===== src/rtl/riscv_pkg.sv =====
// Shared RV64I encoding constants and the LI expansion state type.
package riscv_pkg;

    localparam logic [6:0] OPC_ITY    = 7'h13;
    localparam logic [6:0] OPC_I64    = 7'h1b;
    localparam logic [6:0] OPC_LOAD   = 7'h03;
    localparam logic [6:0] OPC_STORE  = 7'h23;
    localparam logic [6:0] OPC_BRANCH = 7'h63;
    localparam logic [6:0] OPC_JALR   = 7'h67;
    localparam logic [6:0] OPC_JAL    = 7'h6f;
    localparam logic [6:0] OPC_AUIPC  = 7'h17;
    localparam logic [6:0] OPC_LUI    = 7'h37;

    localparam logic [2:0] F3_ADDI = 3'b000;

    typedef enum logic [0:0] {
        IDLE    = 1'b0,
        EMIT_LO = 1'b1
    } enc_state_e;

endpackage


===== src/rtl/imm_range_check.sv =====
// Combinational immediate legality check for the nine encodable opcodes.
module imm_range_check
    import riscv_pkg::*;
#(
    parameter int DATA_WIDTH = 64
) (
    input  logic [6:0]            opcode_i,
    input  logic [DATA_WIDTH-1:0] imm_i,
    output logic                  ok_o
);

    logic fits12, fits13, fits21, fits32, even;

    // A value fits an N-bit signed field when every bit above N-1 copies bit N-1.
    assign fits12 = (imm_i[DATA_WIDTH-1:11] == {(DATA_WIDTH-11){imm_i[11]}});
    assign fits13 = (imm_i[DATA_WIDTH-1:12] == {(DATA_WIDTH-12){imm_i[12]}});
    assign fits21 = (imm_i[DATA_WIDTH-1:20] == {(DATA_WIDTH-20){imm_i[20]}});
    assign fits32 = (imm_i[DATA_WIDTH-1:31] == {(DATA_WIDTH-31){imm_i[31]}});
    assign even   = ~imm_i[0];

    always_comb begin
        ok_o = 1'b0;
        case (opcode_i)
            OPC_ITY, OPC_I64, OPC_LOAD, OPC_JALR, OPC_STORE: ok_o = fits12;
            OPC_BRANCH:           ok_o = fits13 && even;
            OPC_JAL:              ok_o = fits21 && even;
            OPC_AUIPC, OPC_LUI:   ok_o = fits32 && (imm_i[11:0] == 12'h000);
            default:              ok_o = 1'b0;
        endcase
    end

endmodule


===== src/rtl/inst_encoder.sv =====
// Packs decoded fields into RV64I words and expands LI into ADDI or LUI(+ADDIW).
module inst_encoder
    import riscv_pkg::*;
#(
    parameter int DATA_WIDTH = 64
) (
    input  logic                  clk_i,
    input  logic                  rst_ni,
    input  logic                  req_valid_i,
    output logic                  req_ready_o,
    input  logic                  req_li_i,
    input  logic [6:0]            req_opcode_i,
    input  logic [2:0]            req_funct3_i,
    input  logic [6:0]            req_funct7_i,
    input  logic [4:0]            req_rd_i,
    input  logic [4:0]            req_rs1_i,
    input  logic [4:0]            req_rs2_i,
    input  logic [DATA_WIDTH-1:0] req_imm_i,
    output logic                  inst_valid_o,
    input  logic                  inst_ready_i,
    output logic [31:0]           inst_o,
    output logic                  inst_err_o,
    output enc_state_e            dbg_state_o
);

    enc_state_e  state_q, state_d;
    logic        inst_valid_q, inst_err_q, err_d, load_out;
    logic [31:0] inst_q, word_d, raw_word, li_word, addiw_word;
    logic [11:0] lo_q;
    logic [4:0]  rd_q;
    logic [19:0] li_hi;
    logic        range_ok, li_fit32, li_fit12, li_need_lo, out_free, req_take;

    imm_range_check #(.DATA_WIDTH(DATA_WIDTH)) u_range (
        .opcode_i (req_opcode_i),
        .imm_i    (req_imm_i),
        .ok_o     (range_ok)
    );

    // Both streams are valid/ready: a beat moves on a rising edge where valid
    // and ready are both high; the producer holds its payload until then.
    assign out_free    = !inst_valid_q || inst_ready_i;
    assign req_ready_o = rst_ni && (state_q == IDLE) && out_free;
    assign req_take    = req_valid_i && req_ready_o;

    assign li_fit32   = (req_imm_i[DATA_WIDTH-1:31] == {(DATA_WIDTH-31){req_imm_i[31]}});
    assign li_fit12   = (req_imm_i[DATA_WIDTH-1:11] == {(DATA_WIDTH-11){req_imm_i[11]}});
    // Rounding the upper part up when bit 11 is set keeps lo in signed 12-bit range.
    assign li_hi      = req_imm_i[31:12] + {19'h0, req_imm_i[11]};
    assign li_need_lo = li_fit32 && !li_fit12 && (req_imm_i[11:0] != 12'h000);

    assign li_word    = li_fit12 ? {req_imm_i[11:0], 5'd0, F3_ADDI, req_rd_i, OPC_ITY}
                                 : {li_hi, req_rd_i, OPC_LUI};
    assign addiw_word = {lo_q, rd_q, F3_ADDI, rd_q, OPC_I64};

    always_comb begin
        raw_word = 32'h0;
        case (req_opcode_i)
            OPC_ITY, OPC_I64, OPC_LOAD, OPC_JALR: begin
                raw_word = {req_imm_i[11:0], req_rs1_i, req_funct3_i, req_rd_i, req_opcode_i};
                if ((req_opcode_i == OPC_ITY || req_opcode_i == OPC_I64) &&
                    (req_funct3_i == 3'b001 || req_funct3_i == 3'b101))
                    raw_word[31:25] = req_funct7_i;
            end
            OPC_STORE:
                raw_word = {req_imm_i[11:5], req_rs2_i, req_rs1_i, req_funct3_i,
                            req_imm_i[4:0], req_opcode_i};
            OPC_BRANCH:
                raw_word = {req_imm_i[12], req_imm_i[10:5], req_rs2_i, req_rs1_i, req_funct3_i,
                            req_imm_i[4:1], req_imm_i[11], req_opcode_i};
            OPC_JAL:
                raw_word = {req_imm_i[20], req_imm_i[10:1], req_imm_i[11], req_imm_i[19:12],
                            req_rd_i, req_opcode_i};
            OPC_AUIPC, OPC_LUI:
                raw_word = {req_imm_i[31:12], req_rd_i, req_opcode_i};
            default:
                raw_word = 32'h0;
        endcase
    end

    always_ff @(posedge clk_i or negedge rst_ni) begin
        if (!rst_ni) state_q <= IDLE;
        else         state_q <= state_d;
    end

    always_comb begin
        state_d = state_q;
        case (state_q)
            IDLE:    if (req_take && req_li_i && li_need_lo) state_d = EMIT_LO;
            EMIT_LO: if (out_free) state_d = IDLE;
            default: state_d = IDLE;
        endcase
    end

    always_comb begin
        load_out = 1'b0;
        word_d   = 32'h0;
        err_d    = 1'b0;
        if (state_q == EMIT_LO) begin
            load_out = out_free;
            word_d   = addiw_word;
        end else if (req_take) begin
            load_out = 1'b1;
            err_d    = req_li_i ? !li_fit32 : !range_ok;
            word_d   = err_d ? 32'h0 : (req_li_i ? li_word : raw_word);
        end
    end

    always_ff @(posedge clk_i or negedge rst_ni) begin
        if (!rst_ni) begin
            lo_q <= 12'h0;
            rd_q <= 5'd0;
        end else if (req_take) begin
            lo_q <= req_imm_i[11:0];
            rd_q <= req_rd_i;
        end
    end

    always_ff @(posedge clk_i or negedge rst_ni) begin
        if (!rst_ni) begin
            inst_valid_q <= 1'b0;
            inst_q       <= 32'h0;
            inst_err_q   <= 1'b0;
        end else if (load_out) begin
            inst_valid_q <= 1'b1;
            inst_q       <= word_d;
            inst_err_q   <= err_d;
        end else if (inst_ready_i) begin
            inst_valid_q <= 1'b0;
        end
    end

    assign inst_valid_o = inst_valid_q;
    assign inst_o       = inst_q;
    assign inst_err_o   = inst_err_q;
    assign dbg_state_o  = state_q;

endmodule


===== config.mk =====
export PLATFORM = sky130hd
export DESIGN_NAME = inst_encoder
export DESIGN_NICKNAME = d
export VERILOG_FILES = /design/src/rtl/riscv_pkg.sv /design/src/rtl/imm_range_check.sv /design/src/rtl/inst_encoder.sv
export SDC_FILE = /design/constraint.sdc
export NUM_CORES = 1
export LEC_CHECK = 0
export BUFFER_PORTS_ARGS = -buffer_cell sky130_fd_sc_hd__buf_2
export CAP_MARGIN = 25
export CORE_AREA = 2 2 104 86
export DETAILED_ROUTE_END_ITERATION = 7
export DIE_AREA = 0 0 106 88
export HOLD_SLACK_MARGIN = 0.05
export PLACE_DENSITY = 0.75
export SETUP_SLACK_MARGIN = 0.02
export SLEW_MARGIN = 20
export SYNTH_ARGS = -nofsm -noshare
export SYNTH_HDL_FRONTEND = slang
export SYNTH_SLANG_ARGS = --single-unit

===== constraint.sdc =====
create_clock -name clk_i -period 2.5 [get_ports clk_i]
set_input_delay 0.5 -clock clk_i [delete_from_list [all_inputs] [get_ports clk_i]]
set_output_delay 0.5 -clock clk_i [all_outputs]
set_load 0.05 [all_outputs]

==> key figures, run 1 <==
Run
  – Number of max-cap violations: 0

Timing
  – Worst-margin pin slew: between 0.6 and 0.7 ns
  – Final Hold Fails: 0
  – Final WS setup: -0.0381 ns
  – Slew HR: 55.6%
  – Fmax: slightly below 400 MHz
  – RSZ-0062 raised after global routing: true
  – Final setup viols: 4
  – Sum Neg Setup Slack: -0.0874 ns
  – Fin Clk Skew: between 0.008 and 0.009 ns
  – Final Max Tran Viols: 0
  – Clock period minus final worst setup slack: ~2.5 ns
  – Tcrit/Tclk final: 102%

Power and ir drop
  – Pwr dens: 373 mW/mm^2
  – Leak Pwr: roughly 2.8 nW
  – Peak supply drop: between 0.0003 and 0.0004 V
  – Final Power: between 2 and 2.5 mW

Clock network
  – H-tree depth: 2
  – CTS sink cnt: between 50 and 60
  – CTS tree: done
  – CTS max path bufs: 2
  – CTS buffer count: 5
  – Clk pin slew, worst setup/hold paths: ~0.1 ns
  – Root buf cell: clkbuf_8
  – CTS Hold Buffers Added: 0
  – Later-pin clock latency in the skew report: approximately 0.31 ns

Setup path
  – Crit Path Max Fanout: 5
  – Slowest CP cell: or4b_4
  – Crit path launch type: primary input
  – Kind of end point of the critical path: flop
  – Crit path required time: ~2.8 ns
  – Crit path arrival time: between 2 and 3 ns
  – CP cell instances: buf_6 > nor4_4 > nand4_1 > or4b_4 > a221oi_4 > buf_4 > buf_6 > a221oi_4 > o22ai_4 > o221a_2
  – FF-to-FF setup slack: between 0.5 and 0.6 ns
  – Crit Path Class: primary input to flop
  – Critical Path Max Stage Delay: 0.54 ns

Worst hold path
  – Hold Crit Class: primary input to asynchronous set/reset pin

GRT
  – Total gr overflow: 0
  – Gr usage total: approximately a third
  – M3 GR Usage: under 10%
  – Met2 Usage GRT: roughly 52%
  – Number of global-route vias before repair: between 4000 and 5000
  – Antenna violations before repair: 0
  – Grt peak-use layer: met2
  – Met1 Use GR: ~45%
  – First-pass GRT wire length: ~24000 um
  – Largest net degree at the start of global routing: 53

Synthesis
  – Async set-reset flop share out of synthesis: 100%
  – Mapped cell area: between 0.004 and 0.005 sq mm
  – Syn_nets: approximately 570
  – Area leader, netlist: dfrtp_1
  – Top-area cell type share of the netlist area: between 30 and 40%
  – Synth top area cells: dfrtp_1 (32%), mux2_2 (4.8%), nand2_1 (3.9%)
  – Syn Inst Count: approximately 470
  – Number of synthesized flops with an enable pin: 0
  – Sequential area share after synthesis: between 30% and 40%
  – Yosys cell types: 67
  – Count leader, synth: dfrtp_1
  – Synthesis Warnings: 0
  – Flop and latch count out of synthesis: 52
  – Primary FF master, synth: dfrtp_1
  – Avg Cell Area, Syn: 8.63 sq um
  – Synth cell count leaders: dfrtp_1 (52), nand2_1 (42), nor2_1 (28)

Layout
  – Final nets: about 790
  – N_diodes: 0
  – Share of cells above drive strength 1: between 40% and 50%
  – Post-layout util: 70.9%
  – Area Overhead vs Synth: 46.5%

Route
  – Vias per cell: approximately 6.3
  – DRT iter0 DRCs: between 500 and 600
  – Remaining DRCs: 0
  – Post-route ant nets: 0
  – Avg WL per Cell: roughly 19 um
  – DRT Wirelength: 15200 um
  – Via count: 4983
  – Drt pass-1 iters: 5

Placement
  – Port bufs: 136
  – Gpl congestion: around 0.94
  – Post-DP HPWL: between 10000 and 15000 um
  – Setup WS pre-CTS: -0.407 ns

Floorplan
  – DIE HEIGHT: 88 um
  – Site row count: 30
  – Initial Util: 48.4%
  – I/O Pins: about 140
  – Total core area: around 0.0083 sq mm
  – Die W: 106 um
  – Die area: roughly 0.0093 sq mm

Run status
  – Failing checks: negative setup slack
  – Outcome: finished with violations
## timing repair
action,CTS,global route
resized for setup,28,23
gates cloned,1,1
pin swaps,14,24
buffers inserted,5,4
endpoints found under the setup margin,16,34
## registers in the layout, summed over array words and instances, names as in the netlist
| signal | flops |
|---|---|
| dbg_state_o | 1 |
| lo_q | 12 |
| inst_err_o | 1 |
| rd_q | 5 |
| inst_o | 32 |
| inst_valid_o | 1 |
## metrics by stage
step / hold slack, ns / instance area [sq um] / std cells
6_report: 0.315 / 5880 / 794
5_1_grt: 0.377 / 5880 / 794
4_1_cts: 0.343 / 5740 / 790
3_5_place_dp: 0.475 / 5440 / 776
3_3_place_gp: 0.461 / 5440 / 776
2_1_floorplan: 0.204 / 4070 / 465
## kinds of logic (layout without fill, tap and decap cells)
family / Yosys count / after routing / share of synthesized area (%)
buf+inv: 41 / 258 / 4.68
xor+xnor: 14 / 14 / 3.05
flops: 52 / 52 / 32.4
simple gates: 190 / 190 / 26.3
mux: 26 / 26 / 7.01
compound gates: 139 / 139 / 25.6
fa+ha+maj: 3 / 3 / 0.935
## worst max-delay path: cells and delay by family
family	cells	cell delay, ns
simple gates	3	1.02
compound gates	4	0.86
buf+inv	3	0.40
## routing by layer
layer,share of wire [%],wire (um),vias up
met3,10,1550,35
met4,2.2,330,0
li1,-,-,2239
met1,42,6420,2380
met5,0,0,-
met2,45,6900,329
## area by class of cell
type | instances | area, sq um
clock buffers | 7 | 96.3
fillers | 682 | 2410
multi-input cells | 372 | 2750
flip-flops and latches | 52 | 1300
clock inverters | 1 | 30.0
inverters | 10 | 37.5
repair buffers | 240 | 1520
well taps | 112 | 140
## layout by cell type (no fill, tap or decap), types with 3 or more instances in the layout
| cell type | count |
|---|---|
| a21oi_1 | 21 |
| a221o_1 | 6 |
| a221oi_1 | 8 |
| a22o_1 | 7 |
| a22oi_1 | 17 |
| and2_1 | 5 |
| and3_1 | 18 |
| and3b_1 | 3 |
| buf_2 | 130 |
| buf_4 | 98 |
| buf_6 | 12 |
| clkbuf_8 | 7 |
| dfrtp_1 | 51 |
| ha_1 | 3 |
| inv_1 | 9 |
| mux2_2 | 16 |
| mux2i_1 | 9 |
| nand2_1 | 41 |
| nand2b_1 | 3 |
| nand3_1 | 15 |
| nand3b_1 | 4 |
| nand4_1 | 16 |
| nor2_1 | 28 |
| nor2b_1 | 4 |
| nor3_1 | 10 |
| nor4_1 | 14 |
| nor4_4 | 5 |
| o21a_1 | 5 |
| o21ai_0 | 6 |
| o21ai_1 | 15 |
| o21ai_2 | 9 |
| or4_1 | 4 |
| or4_4 | 3 |
| xnor2_1 | 8 |
| xor2_1 | 6 |
## worst paths after layout
check / from / to / cells after the start
worst min register to register: lo_q[10] / lo_q[10] / 2
worst max register to register: inst_valid_o / inst_o[7] / 8
worst max-delay path: req_imm_i[52] / inst_o[4] / 10
max in group asynchronous: rst_ni / inst_valid_o / 2
min in group clk_i: req_rd_i[2] / rd_q[2] / 2
worst min-delay path: rst_ni / lo_q[6] / 2
## power breakdown
group          internal, mW  leakage, nW  switching (mW)
clock network         0.354       0.0645           0.283
registers             0.905        0.677          0.0387
logic                 0.268         2.01           0.345
total                  1.53         2.75           0.667
Power figures use the tool's default switching activity.
==> inputs of run 2 (changes only) <==
Settings changed: SKIP_CTS_REPAIR_TIMING from default to 1.
==> key figures, run 2 (synthesis gave the netlist of run 1 again) <==
Placement
  – Setup WS pre-CTS: -0.407 ns (unchanged)
  – Post-DP HPWL: 11500 um (unchanged)
  – Port bufs: 136 (unchanged)
  – Gpl congestion: 0.938 (unchanged)

GRT
  – Gr usage total: 31.5% (-0.94 points)
  – First-pass GRT wire length: 23300 um (-2.9%)
  – Number of global-route vias before repair: 4733 (-1.8%)
  – Antenna violations before repair: 0 (unchanged)
  – Largest net degree at the start of global routing: 53 (unchanged)
  – Total gr overflow: 0 (unchanged)

Clock network
  – CTS buffer count: 5 (unchanged)
  – Later-pin clock latency in the skew report: 0.31 ns (about the same)
  – Root buf cell: clkbuf_8
  – CTS max path bufs: 2 (unchanged)
  – Clk pin slew, worst setup/hold paths: 0.10 ns (about the same)
  – CTS sink cnt: 52 (unchanged)
  – H-tree depth: 2 (unchanged)
  – CTS tree: done

Layout
  – N_diodes: 0 (unchanged)
  – Share of cells above drive strength 1: 44.3% (-1.1 points)
  – Commonest non-fill, non-tap cells in the layout: buf_2 (130), buf_4 (94), dfrtp_1 (51)
  – Commonest non-fill, non-tap cell in the layout: buf_2
  – Final nets: 782 (-0.38%)
  – Area Overhead vs Synth: 44.6%
  – Max reg flops: 32 (unchanged)

Route
  – DRT iter0 DRCs: 540 (+0.56%)
  – Remaining DRCs: 0 (unchanged)
  – Vias per cell: 6.26 (-0.31%)
  – DRT Wirelength: 14900 um (-1.9%)
  – Post-route ant nets: 0 (unchanged)
  – Drt pass-1 iters: 6 (+1)
  – Via count: 4949 (-0.68%)
  – Avg WL per Cell: 18.9 um (-1.5%)

Floorplan
  – Initial Util: 48.4% (unchanged)
  – Die W: 106 um (unchanged)
  – Die area: 0.00933 sq mm (unchanged)
  – Site row count: 30 (unchanged)
  – I/O Pins: 137 (unchanged)
  – DIE HEIGHT: 88 um (unchanged)
  – Total core area: 0.00830 sq mm (unchanged)

Setup path
  – CP startpoint: req_imm_i[50]
  – Reg2reg end: inst_o[4]
  – Crit Path Class: primary input to flop
  – FF-to-FF setup slack: 0.58 ns (about the same)
  – Crit path launch type: primary input
  – Crit path arrival time: 2.76 ns (-0.03 ns)
  – Crit Path Max Fanout: 5 (unchanged)
  – Kind of end point of the critical path: flop
  – Reg2reg start: inst_valid_o
  – Worst r2r path cells: 6 (-2)
  – CP endpoint: inst_o[26]
  – Crit path required time: 2.70 ns (-0.05 ns)

Timing
  – Final setup viols: 9 (+5)
  – RSZ-0062 raised after global routing: true
  – Clock period minus final worst setup slack: 2.56 ns (+0.0232 ns)
  – Tcrit/Tclk final: 102% (+0.93 points)
  – Fmax: 390 MHz (-0.90%)
  – Fin Clk Skew: 0.00421 ns (-0.00389 ns)
  – Hold slack: 0.311 ns (-0.00422 ns)
  – Slew HR: 55.1% (-0.48 points)
  – Final WS setup: -0.0613 ns (-0.0232 ns)
  – Worst-margin pin slew: 0.672 ns (+0.00715 ns)
  – Final Hold Fails: 0 (unchanged)
  – Final Max Tran Viols: 0 (unchanged)

Worst hold path
  – Hold Crit Class: primary input to asynchronous set/reset pin

Power and ir drop
  – Leak Pwr: 2.72 nW (-0.93%)
  – Peak supply drop: 0.000309 V (-1.6%)
  – Pwr dens: 377 mW/mm^2 (+1.1%)

Run
  – Number of max-cap violations: 0 (unchanged)

Run status
  – Outcome: finished with violations
  – Failing checks: negative setup slack
==> run 2: cell types whose count changed in the layout (fill, tap and decap cells not counted), sizes merged <==
cell  change
buf       -3
==> run 2: power by group <==
group | internal, mW | total [mW] | switching (mW)
clock | 0.354 | 0.640 | 0.287
sequential | 0.905 | 0.943 | 0.0380
combinational | 0.263 | 0.604 | 0.341
total | 1.52 | 2.19 | 0.666
==> run 2: metrics by stage <==
stage	utilization (%)	instance area [sq um]	instances	TNS (ns)	total power [mW]
final	70.0	5800	791	-0.266	2.19
after CTS	67.1	5570	784	-0.316	2.15
after floorplan	-	4070	465	-1.70	1.23
after global routing	70.0	5800	791	-2.49	2.27
after detailed placement	65.6	5440	776	-9.75	1.53
after global placement	65.6	5440	776	-6.86	1.51
==> run 2: how the worst min path moves through the flow <==
stage | slack, ns | end | cells past startpoint
2_1_floorplan | 0.20 | dbg_state_o | 0
3_3_place_gp | 0.46 | lo_q[10] | 2
3_5_place_dp | 0.48 | lo_q[10] | 2
4_1_cts | 0.34 | rd_q[4] | 2
5_1_grt | 0.38 | inst_o[24] | 2
6_report | 0.31 | inst_o[24] | 2
==> run 2: layer usage <==
metal / track usage (%) / vias to the layer above / part of all wire (%)
met1: 43.9 / 2364 / 42
met4: 8.01 / 0 / 1.6
met5: 0 / - / 0
met3: 4.99 / 23 / 9.9
met2: 51.6 / 325 / 47
li1: - / 2237 / -
==> run 2: layout make-up <==
class	instances	area (sq um)
Clock buffer	7	96.3
Clock inverter	1	30.0
Fill cell	696	2490
Inverter	10	37.5
Multi-Input combinational cell	372	2690
Sequential cell	52	1300
Tap cell	112	140
Timing Repair Buffer	237	1510
==> run 2: worst max-delay path: stages <==
cell and delay [ns]:
buf_2 0.12, nor4_4 0.28, nand4_1 0.17, or4b_4 0.57, a221oi_4 0.40, buf_6 0.19, buf_12 0.11, mux2i_1 0.18
a22o_1 0.17, o21ai_1 0.07
